**config.mk**
```make
export PLATFORM = sky130hd
export DESIGN_NAME = wrapper_packet_reader
export DESIGN_NICKNAME = d
export VERILOG_FILES = /design/src/rtl/wrapper_pkg.sv /design/src/rtl/wrapper_word_mux.sv /design/src/rtl/wrapper_packet_reader.sv
export SDC_FILE = /design/constraint.sdc
export NUM_CORES = 1
export LEC_CHECK = 0
export BUFFER_PORTS_ARGS = -buffer_cell sky130_fd_sc_hd__buf_4
export CORE_AREA = 2 2 223 225
export CTS_CLUSTER_DIAMETER = 60
export CTS_CLUSTER_SIZE = 30
export DETAILED_ROUTE_END_ITERATION = 8
export DIE_AREA = 0 0 225 227
export PLACE_DENSITY = 0.69
export RECOVER_POWER = 100
export SYNTH_ARGS = -nofsm -noshare
export SYNTH_HDL_FRONTEND = slang
export SYNTH_SLANG_ARGS = --single-unit
```
**constraint.sdc**
```tcl
create_clock -name hclk -period 27.9 [get_ports hclk]
set_input_delay 2.79 -clock hclk [delete_from_list [all_inputs] [get_ports hclk]]
set_output_delay 2.79 -clock hclk [all_outputs]
set_load 0.005 [all_outputs]
```
**src/rtl/wrapper_pkg.sv**
```systemverilog
// Shared constants, types and AHB encodings for the accelerator wrapper.
package wrapper_pkg;

    localparam int REGDWIDTH     = 32;
    localparam int REGDBYTEWIDTH = 2;

    localparam logic [1:0] HTRANS_IDLE   = 2'b00;
    localparam logic [1:0] HTRANS_BUSY   = 2'b01;
    localparam logic [1:0] HTRANS_NONSEQ = 2'b10;
    localparam logic [1:0] HTRANS_SEQ    = 2'b11;

    typedef enum logic {
        EMPTY = 1'b0,
        FULL  = 1'b1
    } reader_state_t;

    // Number of byte-address bits needed to span one packet.
    function automatic int packet_byte_width(input int packet_width);
        return $clog2(packet_width / 8);
    endfunction

    // Number of 32-bit register words in one packet.
    function automatic int num_words(input int packet_width);
        return packet_width / REGDWIDTH;
    endfunction

endpackage

```
**src/rtl/wrapper_word_mux.sv**
```systemverilog
// Selects one 32-bit word out of a packet-wide vector; word 0 is the LSBs.
module wrapper_word_mux
    import wrapper_pkg::*;
#(
    parameter int PACKETWIDTH = 512,
    localparam int IDXW       = $clog2(PACKETWIDTH / REGDWIDTH)
) (
    input  logic [PACKETWIDTH-1:0] data_in,
    input  logic [IDXW-1:0]        word_idx,
    output logic [REGDWIDTH-1:0]   word_out
);

    // Word k occupies bits [32k+31 : 32k].
    always_comb begin
        word_out = data_in[{word_idx, 5'b00000} +: REGDWIDTH];
    end

endmodule

```
**src/rtl/wrapper_packet_reader.sv**
```systemverilog
// Holds one packet from the accelerator deconstructor and presents it to the
// AHB master as 32-bit read words. The buffer is released only once the
// last word of the packet has been read; a status word reports full/last.
module wrapper_packet_reader
    import wrapper_pkg::*;
#(
    parameter int ADDRWIDTH   = 11,
    parameter int PACKETWIDTH = 512
) (
    input  logic                   hclk,
    input  logic                   hresetn,
    input  logic                   hsels,
    input  logic [ADDRWIDTH-1:0]   haddrs,
    input  logic [1:0]             htranss,
    input  logic                   hwrites,
    input  logic                   hreadys,
    output logic [REGDWIDTH-1:0]   hrdatas,
    output logic                   hreadyouts,
    output logic                   hresps,
    input  logic [PACKETWIDTH-1:0] packet_data,
    input  logic                   packet_data_last,
    input  logic                   packet_data_valid,
    output logic                   packet_data_ready,
    output logic                   data_avail
);

    localparam int PBW      = packet_byte_width(PACKETWIDTH);
    localparam int NUMWORDS = num_words(PACKETWIDTH);
    localparam int IDXW     = PBW - REGDBYTEWIDTH;
    localparam logic [IDXW-1:0] LAST_IDX = IDXW'(NUMWORDS - 1);

    reader_state_t            state_q, state_d;
    logic                     release_pending_q, release_pending_d;
    logic                     last_flag_q, last_flag_d;
    logic                     rd_active_q, rd_active_d;
    logic                     rd_sel_q, rd_sel_d;
    logic [IDXW-1:0]          rd_idx_q, rd_idx_d;
    logic [PACKETWIDTH-1:0]   buf_q, buf_d;

    logic                     trans_req;
    logic                     win_sel;
    logic [IDXW-1:0]          addr_idx;
    logic                     win_req_last;
    logic                     capture;
    logic [REGDWIDTH-1:0]     buf_word;

    // Upper address bits alias and the byte offset is ignored.
    generate
        if (ADDRWIDTH > PBW + 1) begin : g_alias
            logic unused_addr;
            assign unused_addr = ^{haddrs[ADDRWIDTH-1:PBW+1], haddrs[1:0]};
        end else begin : g_no_alias
            logic unused_addr;
            assign unused_addr = ^haddrs[1:0];
        end
    endgenerate

    // Address-phase decode of an AHB read request.
    always_comb begin
        trans_req    = hsels & hreadys & ~hwrites &
                       ((htranss == HTRANS_NONSEQ) | (htranss == HTRANS_SEQ));
        win_sel      = ~haddrs[PBW];
        addr_idx     = haddrs[PBW-1:REGDBYTEWIDTH];
        win_req_last = trans_req & win_sel & (addr_idx == LAST_IDX);
    end

    // Next-state logic for the buffer FSM and the read-data selectors.
    always_comb begin
        state_d           = state_q;
        release_pending_d = release_pending_q;
        last_flag_d       = last_flag_q;
        rd_active_d       = rd_active_q;
        rd_sel_d          = rd_sel_q;
        rd_idx_d          = rd_idx_q;
        capture           = 1'b0;

        if (hreadys) begin
            rd_active_d = trans_req;
        end
        if (trans_req) begin
            rd_sel_d = ~win_sel;
            rd_idx_d = addr_idx;
        end

        case (state_q)
            EMPTY: begin
                if (packet_data_valid) begin
                    capture     = 1'b1;
                    last_flag_d = packet_data_last;
                    state_d     = FULL;
                end
            end
            FULL: begin
                // Release waits for the last-word data phase to complete.
                if (release_pending_q && hreadys) begin
                    release_pending_d = 1'b0;
                    state_d           = EMPTY;
                end else if (win_req_last) begin
                    release_pending_d = 1'b1;
                end
            end
            default: state_d = EMPTY;
        endcase

        buf_d = capture ? packet_data : buf_q;
    end

    // Control state with asynchronous reset.
    always_ff @(posedge hclk or negedge hresetn) begin
        if (!hresetn) begin
            state_q           <= EMPTY;
            release_pending_q <= 1'b0;
            last_flag_q       <= 1'b0;
            rd_active_q       <= 1'b0;
            rd_sel_q          <= 1'b0;
            rd_idx_q          <= '0;
        end else begin
            state_q           <= state_d;
            release_pending_q <= release_pending_d;
            last_flag_q       <= last_flag_d;
            rd_active_q       <= rd_active_d;
            rd_sel_q          <= rd_sel_d;
            rd_idx_q          <= rd_idx_d;
        end
    end

    // Packet storage; contents are never visible while EMPTY, so no reset.
    always_ff @(posedge hclk) begin
        buf_q <= buf_d;
    end

    wrapper_word_mux #(
        .PACKETWIDTH (PACKETWIDTH)
    ) u_word_mux (
        .data_in  (buf_q),
        .word_idx (rd_idx_q),
        .word_out (buf_word)
    );

    // Data-phase read mux and handshake outputs.
    always_comb begin
        hrdatas = '0;
        if (rd_active_q) begin
            if (rd_sel_q) begin
                hrdatas = {30'b0, last_flag_q, (state_q == FULL)};
            end else if (state_q == FULL) begin
                hrdatas = buf_word;
            end
        end
        hreadyouts        = 1'b1;
        hresps            = 1'b0;
        packet_data_ready = (state_q == EMPTY);
        data_avail        = (state_q == FULL) & ~(win_req_last | release_pending_q);
    end

endmodule

```
==> impl_metrics.json, run 1 <==
{
  "run_status": "finished, violations left",
  "violations_in_the_final_reports": "max-capacitance violations, max-slew violations",
  "met2_usage_grt_pct": 34.4,
  "hold_class": "flip-flop to flip-flop",
  "max-slew-margin-rel_pct": -368,
  "finalCritPeriodShare_pct": 44.1,
  "grt.busiest_layer": "met2",
  "n_fill_cell": 3853,
  "initial_drc_count": 824,
  "grt_pass1_vias": 11794,
  "worst_pin_slew_ns": 7.02,
  "timing.final.max_slew_violations": 730,
  "switchingPower_mw": 0.448,
  "yosysSeqAreaShare_pct": 77.3,
  "grt_max_degree": 107,
  "unrepaired_setup_endpoints_after_global_routing": "false",
  "place_hpwl_mm": 37.6,
  "finish.net_count": 2013,
  "clkTransAtPathRegs_ns": 0.07,
  "worstSetupPathType": "input pin to flip-flop",
  "fp.dieArea_um2": 51100,
  "final_hold_viol_count": 0,
  "drt_wl_total_mm": 51.7,
  "leakage_nw": 9.33,
  "final_critical_delay_including_setup_and_external_delays_ns": 12.30,
  "via_count": 11262,
  "synth_adder_area_share_pct": 0,
  "ys_warn_count": 0,
  "most-common-layout-cells": "512 x sky130_fd_sc_hd__edfxtp_1, 510 x sky130_fd_sc_hd__clkbuf_4, 98 x sky130_fd_sc_hd__mux4_2",
  "switching_power_share_of_the_total_pct": 24.6,
  "gp_congestion": 0.819,
  "seqPwrFrac_pct": 50.0,
  "cts_tree": "yes",
  "share_of_power_burned_in_the_clock_network_pct": 34.1,
  "globalRouteMet3Util_pct": 6.47,
  "drcViolationCount": 0,
  "synth_simple_gate_area_share_pct": 1.32,
  "mostFrequentLayoutCell": "sky130_fd_sc_hd__edfxtp_1",
  "final_layout_size_suffix_gt1_share_pct": 47.9,
  "area_growth_pct": 30.2,
  "cts.repair.resized": 0,
  "number_of_clock_buffers_inserted_by_tritoncts": 40,
  "power_density_nw_per_um2": 69.5,
  "worst_skew_pair.late_latency_ns": 0.57,
  "fin_worst_skew_ns": 0.0181,
  "wire_per_inst_um": 24.1,
  "ctsHtreeMaxLevel": 2,
  "cts_hold_buffers": 0,
  "io_pins": 568,
  "comb_power_share_pct": 16.0,
  "syn-mean-instance-area_um2": 21.9,
  "cts.path.max_buffers": 3,
  "core_um2": 48500,
  "postSynthRegisterBits": 521,
  "muxShareOfSynthArea_pct": 16.0,
  "synthesis.nets": 1453,
  "post_cts.repair.setup_buffers": 0,
  "crit_arrival_ns": 12.35,
  "floorplan.rows": 81,
  "area_occupied_by_registers_um2": 15600,
  "fin_hold_ws_ns": 0.517,
  "detailedRoute.firstPassIterationCount": 5,
  "design_area_um2": 26300,
  "power.internal_mw": 1.38,
  "dp_area_um2": 25000,
  "path_common_cell": "sky130_fd_sc_hd__clkbuf_1",
  "globalRouteOverflowTotal": 0,
  "synthesis.area_um2": 20200,
  "critPathLaunchType": "input pin",
  "synthDistinctLibCells": 37,
  "postRouteAntennaNets": 0,
  "slowest_stage_cell_on_the_critical_path": "sky130_fd_sc_hd__clkbuf_1",
  "portBuffers": 558,
  "finalSetupViolations": 0,
  "start_util_pct": 41.6,
  "final_core_util_pct": 54.1,
  "finalSetupTns_ns": 0,
  "timing.critical_path.fanout_max": 87,
  "crit_path_end_kind": "flip-flop",
  "clock_sinks": 521,
  "cp.required_ns": 27.95,
  "synth_top_family_by_area": "multiplexers",
  "chipWidth_um": 225,
  "max_freq_mhz": 81.3,
  "multi_input_area_um2": 4230,
  "drv_cap": 11,
  "global_routing_usage_on_met1_pct": 24.0,
  "r2r_setup_slack_ns": 17.48,
  "critPathMaxStageDelay_ns": 3.28,
  "number_of_vias_per_cell_after_detailed_routing": 5.26,
  "cts-root-buf": "sky130_fd_sc_hd__clkbuf_16",
  "floorplan.die.height_um": 227,
  "synth_compound_area_share_pct": 3.57,
  "path_cells": "clkbuf_4 -> nor2b_1 -> clkbuf_1 -> clkbuf_1 -> clkbuf_1",
  "gr-usage-all-layers_pct": 20.0,
  "antenna_violations_before_repair": 9,
  "synthXorXnorAreaFrac_pct": 0,
  "grt_pass1_wl_mm": 73.9,
  "power.ir.vdd_worst_v": 0.0000530,
  "post_synthesis_instance_total": 921
}
cell families (layout without fill, tap and decap cells):
logic type             after synthesis  after routing
DFF                                521            521
muxes                              198            198
AOI/OAI and AO/OA                   92             92
buffers and inverters               57            648
and+or+nand+nor                     51             51
other                                2             11
worst max-delay path: cells and delay by family:
family | cells | cell delay, ns
buf+inv | 4 | 8.94
simple gates | 1 | 0.47
cell type report:
type                       instances  area share (%)
clock buffer                      41            3.91
clock inverter                    32            1.61
tap                              622            2.96
multi-input combinational        343            16.1
sequential                       521            59.4
inverter                           2          0.0286
timing repair buffer             573            15.9
antenna                            9          0.0858
power groups by stage:
stage,Combinational (mW),Sequential [mW],Clock [mW]
2_1_floorplan,0.187,0.936,0
3_3_place_gp,0.284,0.926,0
3_5_place_dp,0.289,0.928,0
4_1_cts,0.290,0.910,0.639
5_1_grt,0.314,0.915,0.667
6_report,0.291,0.911,0.622
registers in the layout, indices dropped and copies added, names as in the netlist:
name and cells:
rd_active_q 1, rd_idx_q 4, release_pending_q 1, rd_sel_q 1, state_q 1, buf_q 512, last_flag_q 1
Yosys cell counts:
| library cell | number | share of area, % |
|---|---|---|
| sky130_fd_sc_hd__o32ai_2 | 1 | 0.081 |
| sky130_fd_sc_hd__dfrtp_1 | 9 | 1.1 |
| sky130_fd_sc_hd__nand3b_1 | 1 | 0.037 |
| sky130_fd_sc_hd__o21ai_0 | 3 | 0.074 |
| sky130_fd_sc_hd__nand2_1 | 15 | 0.28 |
| sky130_fd_sc_hd__nor4_1 | 1 | 0.031 |
| sky130_fd_sc_hd__a32o_1 | 13 | 0.64 |
| sky130_fd_sc_hd__nor2_1 | 6 | 0.11 |
| sky130_fd_sc_hd__a311o_1 | 1 | 0.050 |
| sky130_fd_sc_hd__mux2_2 | 20 | 1.1 |
| sky130_fd_sc_hd__clkbuf_1 | 11 | 0.20 |
| sky130_fd_sc_hd__buf_6 | 8 | 0.45 |
| sky130_fd_sc_hd__buf_2 | 26 | 0.64 |
| sky130_fd_sc_hd__mux4_2 | 98 | 11 |
| sky130_fd_sc_hd__a2bb2oi_1 | 1 | 0.043 |
| sky130_fd_sc_hd__a31oi_1 | 1 | 0.031 |
| sky130_fd_sc_hd__nand4b_1 | 2 | 0.087 |
| sky130_fd_sc_hd__conb_1 | 2 | 0.037 |
| sky130_fd_sc_hd__a211oi_1 | 14 | 0.52 |
| sky130_fd_sc_hd__inv_1 | 2 | 0.037 |
| sky130_fd_sc_hd__a31o_1 | 1 | 0.043 |
| sky130_fd_sc_hd__buf_4 | 8 | 0.30 |
| sky130_fd_sc_hd__or3_1 | 1 | 0.031 |
| sky130_fd_sc_hd__o22ai_1 | 16 | 0.50 |
| sky130_fd_sc_hd__nand4_1 | 1 | 0.031 |
| sky130_fd_sc_hd__edfxtp_1 | 512 | 76 |
| sky130_fd_sc_hd__o32ai_1 | 12 | 0.52 |
| sky130_fd_sc_hd__nor2b_1 | 16 | 0.50 |
| sky130_fd_sc_hd__buf_8 | 1 | 0.074 |
| sky130_fd_sc_hd__a21oi_1 | 1 | 0.025 |
| sky130_fd_sc_hd__o21a_1 | 14 | 0.52 |
| sky130_fd_sc_hd__mux2i_1 | 80 | 4.0 |
| sky130_fd_sc_hd__a21boi_0 | 14 | 0.52 |
| sky130_fd_sc_hd__nand3_1 | 4 | 0.099 |
| sky130_fd_sc_hd__nor3_1 | 3 | 0.074 |
| sky130_fd_sc_hd__buf_1 | 1 | 0.019 |
| sky130_fd_sc_hd__nor4b_1 | 1 | 0.043 |
metrics by stage:
stage	power [mW]	std cells	setup slack (ns)
after floorplan	1.12	921	0.151
after global placement	1.21	2061	21.27
after detailed placement	1.22	2061	21.28
after CTS	1.84	2134	21.17
after global routing	1.90	2141	14.68
final	1.82	2143	15.60
layer usage:
layer,part of all wire (%),vias up
li1,-,5002
met1,37,5713
met2,51,467
met3,8.8,78
met4,2.6,2
met5,0.025,-
final timing paths:
path,from,endpoint,depth (start not counted)
max,packet_data_valid,buf_q[499],5
min,last_flag_q,last_flag_q,1
max reg2reg,state_q,buf_q[499],4
min reg2reg,last_flag_q,last_flag_q,1
max in group asynchronous,hresetn,rd_idx_q[2],1
min in group asynchronous,hresetn,last_flag_q,1
No activity file was read; power rests on OpenSTA's default activity.
==> run 2: changes to the inputs <==
- CORE_AREA: 2 2 223 225 -> 2 2 219 221
- DIE_AREA: 0 0 225 227 -> 0 0 221 223
- clock period: 27.9 -> 11.6 ns (I/O delays scaled with it)
==> run 2 against run 1 <==
  * The run still ends with max-capacitance violations, max-slew violations left
  * Sequential power up 140%
  * Clock power increased by 130%
  * Non-clock buffer count is 2 lower
  * Setup slack worse by 12 ns
  * Final cell count about the same
  * Flip-flop and latch count stayed put
  * Combinational power up 140%
  * Clock skew down 0.0024 ns
  * Via count is 0.45% lower
  * Critical path type is now flip-flop to output port
  * Largest power group unchanged
==> impl_metrics.json, run 2 (synthesis results as in run 1) <==
{
  "finalCritPeriodShare_pct": 71.2,
  "globalRouteOverflowTotal": 0,
  "worst_skew_pair.late_latency_ns": 0.58,
  "run_status": "finished, violations left",
  "power_density_nw_per_um2": 164,
  "via_count": 11211,
  "capturing_instance_or_port_of_the_critical_path": "hrdatas[15]",
  "clkTransAtPathRegs_ns": 0.08,
  "gp_congestion": 0.815,
  "max-slew-margin-rel_pct": -210,
  "worst_pin_slew_ns": 4.65,
  "number_of_vias_per_cell_after_detailed_routing": 5.24,
  "cts_tree": "yes",
  "finish.net_count": 2011,
  "r2r_start": "state_q",
  "drv_cap": 7,
  "finalSetupTns_ns": 0,
  "initial_drc_count": 839,
  "area_growth_pct": 30.0,
  "cts.path.max_buffers": 3,
  "fin_worst_skew_ns": 0.0157,
  "gr-usage-all-layers_pct": 20.7,
  "post-place-cells": 2052,
  "cts.repair.resized": 0,
  "reg.largest.list": "buf_q x512, rd_idx_q x4",
  "registers.top_by_ff_count": "buf_q",
  "floorplan.die.height_um": 223,
  "cp.required_ns": 10.44,
  "largest_register_ff_count": 512,
  "critPathMaxStageDelay_ns": 2.48,
  "unrepaired_setup_endpoints_after_global_routing": "false",
  "number_of_clock_buffers_inserted_by_tritoncts": 40,
  "post_cts.repair.setup_buffers": 0,
  "critPathLaunchType": "flip-flop",
  "power.ir.vdd_worst_v": 0.000153,
  "clock_sinks": 521,
  "hold_class": "input pin to async pin",
  "final_core_util_pct": 55.6,
  "chipWidth_um": 221,
  "floorplan.rows": 80,
  "detailedRoute.firstPassIterationCount": 6,
  "cts-root-buf": "sky130_fd_sc_hd__clkbuf_16",
  "final_layout_size_suffix_gt1_share_pct": 48.6,
  "finalSetupViolations": 0,
  "wire_per_inst_um": 24.0,
  "layoutNonFillerInstCount": 2141,
  "io_pins": 568,
  "mostFrequentLayoutCell": "sky130_fd_sc_hd__clkbuf_4",
  "antenna_violations_before_repair": 21,
  "drcViolationCount": 0,
  "timing.final.max_slew_violations": 462,
  "timing.critical_path.fanout_max": 58,
  "crit_path_end_kind": "output port",
  "grt_max_degree": 193,
  "slowest_stage_cell_on_the_critical_path": "sky130_fd_sc_hd__clkbuf_1",
  "grt_pass1_wl_mm": 74.7,
  "fp.dieArea_um2": 49300,
  "drt_wl_total_mm": 51.5,
  "max_freq_mhz": 121,
  "postRouteAntennaNets": 0,
  "worstSetupPathType": "flip-flop to output port",
  "core_um2": 47100,
  "leakage_nw": 9.32,
  "violations_in_the_final_reports": "max-capacitance violations, max-slew violations",
  "r2r_setup_slack_ns": 4.34,
  "final_hold_viol_count": 0,
  "portBuffers": 558,
  "cts_hold_buffers": 0,
  "grt_pass1_vias": 11776,
  "worst_r2r_endpoint": "buf_q[393]",
  "final_critical_delay_including_setup_and_external_delays_ns": 8.26,
  "most-common-layout-cells": "513 x sky130_fd_sc_hd__clkbuf_4, 512 x sky130_fd_sc_hd__edfxtp_1, 98 x sky130_fd_sc_hd__mux4_2",
  "place_hpwl_mm": 36.8,
  "path_cells": "clkbuf_1 -> clkbuf_1 -> nor2_1 -> buf_4 -> a32o_1 -> o32ai_1 -> buf_4",
  "start_util_pct": 42.8,
  "crit_start": "rd_idx_q[2]",
  "worst_r2r_path_depth": 3,
  "ctsHtreeMaxLevel": 2,
  "fin_hold_ws_ns": 0.518,
  "crit_arrival_ns": 7.10
}
run 2: cell types whose count changed in the layout (fill, tap and decap cells not counted), moves of 3 or more:
cell                        before  now
sky130_fd_sc_hd__inv_8           3    7
sky130_fd_sc_hd__bufinv_16       4    0
sky130_fd_sc_hd__clkinv_8        6    3
sky130_fd_sc_hd__diode_2         9   15
sky130_fd_sc_hd__clkbuf_4      510  513
sky130_fd_sc_hd__clkbuf_1       36   29
sky130_fd_sc_hd__mux2_2         15   20
sky130_fd_sc_hd__clkinv_4        1    4
sky130_fd_sc_hd__mux2_1          5    0
run 2: per-layer routing:
metal	GRT usage, %	routed length (µm)	vias up
met4	8.77	1710	12
li1	-	-	5019
met3	6.57	4420	99
met1	24.6	18700	5621
met2	34.8	26500	460
met5	0	86	-
run 2: final cells by class:
type                       count  area (µm²)
clock buffer                  41        1030
sequential                   521       15600
antenna                       15        37.5
inverter                       2        7.51
timing repair buffer         571        4200
clock inverter                33         338
multi-input combinational    343        4230
tap                          615         769
fill                        3688       20900
run 2: how the worst min path moves through the flow:
stage,from,end,cells past startpoint
3_5_place_dp,last_flag_q,last_flag_q,1
6_report,hresetn,rd_idx_q[0],1
3_3_place_gp,last_flag_q,last_flag_q,1
4_1_cts,hresetn,rd_idx_q[1],1
5_1_grt,hresetn,rd_idx_q[3],1
2_1_floorplan,last_flag_q,last_flag_q,1
run 2: power by group:
group | internal, mW | leakage (nW) | switching, mW
clock | 0.697 | 0.668 | 0.734
sequential | 2.14 | 4.72 | 0.0377
combinational | 0.367 | 3.93 | 0.316
total | 3.21 | 9.32 | 1.09
run 2: metrics by stage:
| step | cell area, µm² | total power, mW | worst slack, ns |
|---|---|---|---|
| 3_3_place_gp | 24900 | 2.91 | 6.67 |
| 6_report | 26200 | 4.30 | 3.34 |
| 4_1_cts | 26300 | 4.35 | 6.01 |
| 5_1_grt | 26200 | 4.47 | 2.94 |
| 2_1_floorplan | 20200 | 2.66 | 1.90 |
| 3_5_place_dp | 24900 | 2.92 | 6.66 |
run 2: worst max-delay path: cells and delay by family (launching register included):
| kind | cells | cell delay (ns) |
|---|---|---|
| buffers and inverters | 4 | 4.79 |
| flip-flops | 1 | 0.64 |
| AO/OA/AOI/OAI | 2 | 0.55 |
| AND/OR/NAND/NOR | 1 | 0.41 |
==> run 3: changes to the inputs <==
- clock period: 11.6 -> 8.5 ns (I/O delays scaled with it)
==> run 3 against run 2 <==
  * The flow still finishes with violations (max-capacitance violations, max-slew violations)
  * Clock-buffer cell count grew 3
  * Clock skew grew 0.025 ns
  * Final cell count is the same
  * Worst hold slack got worse by 0.28 ns
  * Utilization rose by 0.12 points
  * Combinational power is 31% higher
  * Register-to-register slack lost 0.83 ns
  * Sequential share of layout area down 0.16 points
  * Wire length shrank 0.92%
==> impl_metrics.json, run 3 (synthesis results as in run 1) <==
{
  "run_status": "finished, violations left",
  "violations_in_the_final_reports": "max-capacitance violations, max-slew violations",
  "max-slew-margin-rel_pct": -198,
  "cts_tree": "yes",
  "grt_pass1_wl_mm": 74.0,
  "registers.top_by_ff_count": "buf_q",
  "crit_start": "rd_idx_q[1]",
  "via_count": 11239,
  "wire_per_inst_um": 23.8,
  "detailedRoute.firstPassIterationCount": 4,
  "final_hold_viol_count": 0,
  "top_signal_layer_used": "met5",
  "gr-usage-all-layers_pct": 20.4,
  "worst_r2r_path_depth": 3,
  "portBuffers": 558,
  "area_occupied_by_registers_um2": 15600,
  "cts.path.max_buffers": 3,
  "number_of_vias_per_cell_after_detailed_routing": 5.25,
  "floorplan.rows": 80,
  "worstSetupPathType": "flip-flop to output port",
  "worst_skew_pair.late_latency_ns": 0.58,
  "power.ir.vdd_worst_v": 0.000192,
  "crit_arrival_ns": 4.73,
  "final_core_util_pct": 55.7,
  "cts-root-buf": "sky130_fd_sc_hd__clkbuf_16",
  "detail_route.wirelength.met1_mm": 19.4,
  "unrepaired_setup_endpoints_after_global_routing": "false",
  "reg.largest.list": "buf_q x512, rd_idx_q x4",
  "grt_pass1_vias": 11685,
  "globalRouteOverflowTotal": 0,
  "leakage_nw": 9.34,
  "r2r_setup_slack_ns": 3.51,
  "timing.final.max_slew_violations": 251,
  "gp_congestion": 0.811,
  "cp.required_ns": 7.65,
  "drt_wl_total_mm": 51.0,
  "critPathLaunchType": "flip-flop",
  "finalSetupViolations": 0,
  "n_fill_cell": 3668,
  "crit_path_end_kind": "output port",
  "multi_input_area_um2": 4230,
  "mostFrequentLayoutCell": "sky130_fd_sc_hd__edfxtp_1",
  "layoutNonFillerInstCount": 2141,
  "area_growth_pct": 30.2,
  "start_util_pct": 42.8,
  "clkTransAtPathRegs_ns": 0.07,
  "grt_max_degree": 187,
  "core_um2": 47100,
  "number_of_clock_buffers_inserted_by_tritoncts": 40,
  "fin_hold_ws_ns": 0.237,
  "antenna_violations_before_repair": 20,
  "cts.repair.resized": 0,
  "final_critical_delay_including_setup_and_external_delays_ns": 5.58,
  "finish.net_count": 2011,
  "power_density_nw_per_um2": 225,
  "fp.dieArea_um2": 49300,
  "fin_worst_skew_ns": 0.0411,
  "worst_r2r_endpoint": "last_flag_q",
  "chipWidth_um": 221,
  "finalCritPeriodShare_pct": 65.7,
  "worst_pin_slew_ns": 4.47,
  "initial_drc_count": 1017,
  "floorplan.die.height_um": 223,
  "dp_area_um2": 25000,
  "place_hpwl_mm": 36.8,
  "io_pins": 568,
  "ctsHtreeMaxLevel": 2,
  "drcViolationCount": 0,
  "post_cts.repair.setup_buffers": 0,
  "max_freq_mhz": 179,
  "r2r_start": "state_q",
  "hold_class": "input pin to async pin",
  "dr_wl_met3_mm": 4.17,
  "cts_hold_buffers": 0,
  "timing.critical_path.fanout_max": 74,
  "met2RoutedLength_mm": 26.0,
  "final_layout_size_suffix_gt1_share_pct": 48.3,
  "postRouteAntennaNets": 0,
  "largest_register_ff_count": 512,
  "clock_sinks": 521,
  "post-place-cells": 2052,
  "most-common-layout-cells": "512 x sky130_fd_sc_hd__edfxtp_1, 511 x sky130_fd_sc_hd__clkbuf_4, 98 x sky130_fd_sc_hd__mux4_2",
  "design_area_um2": 26300,
  "drv_cap": 4
}
-- run 3: power breakdown --
group	internal (mW)	total [mW]	switching, mW	leakage (nW)
sequential	2.92	3.00	0.0820	4.72
clock	1.01	2.01	0.993	0.683
combinational	0.497	0.897	0.400	3.94
-- run 3: worst max-delay path: stages, from the launching register on --
cell and delay, ns:
sky130_fd_sc_hd__dfrtp_1 2.20, sky130_fd_sc_hd__buf_12 0.41, sky130_fd_sc_hd__mux4_2 0.59, sky130_fd_sc_hd__mux2i_1 0.16, sky130_fd_sc_hd__nor2_1 0.05, sky130_fd_sc_hd__a311o_1 0.35, sky130_fd_sc_hd__clkbuf_1 0.12
-- run 3: metal layers --
metal / vias to the layer above / GRT usage, %
met5: - / 0
met4: 14 / 6.78
met3: 89 / 6.11
met2: 444 / 34.4
met1: 5690 / 25.3
li1: 5002 / -
-- run 3: worst max-delay path by stage --
| stage | to |
|---|---|
| 5_1_grt | hrdatas[1] |
| 3_3_place_gp | hrdatas[7] |
| 4_1_cts | hrdatas[7] |
| 6_report | hrdatas[1] |
| 2_1_floorplan | last_flag_q |
| 3_5_place_dp | hrdatas[7] |
-- run 3: area by class of cell --
class                           instances  share of cell area [%]
Sequential cell                       521                    59.4
Multi-Input combinational cell        343                    16.1
Timing Repair Buffer                  571                    16.1
Clock buffer                           44                    3.95
Tap cell                              615                    2.93
Clock inverter                         30                    1.40
Antenna cell                           15                   0.143
Inverter                                2                  0.0286
-- run 3: per-stage QoR --
step,power (mW),setup WS [ns],setup TNS (ns)
6_report,5.90,2.92,0
5_1_grt,6.12,2.63,0
4_1_cts,5.98,3.74,0
3_5_place_dp,3.98,4.35,0
3_3_place_gp,3.97,4.34,0
2_1_floorplan,3.63,-0.887,-229.12
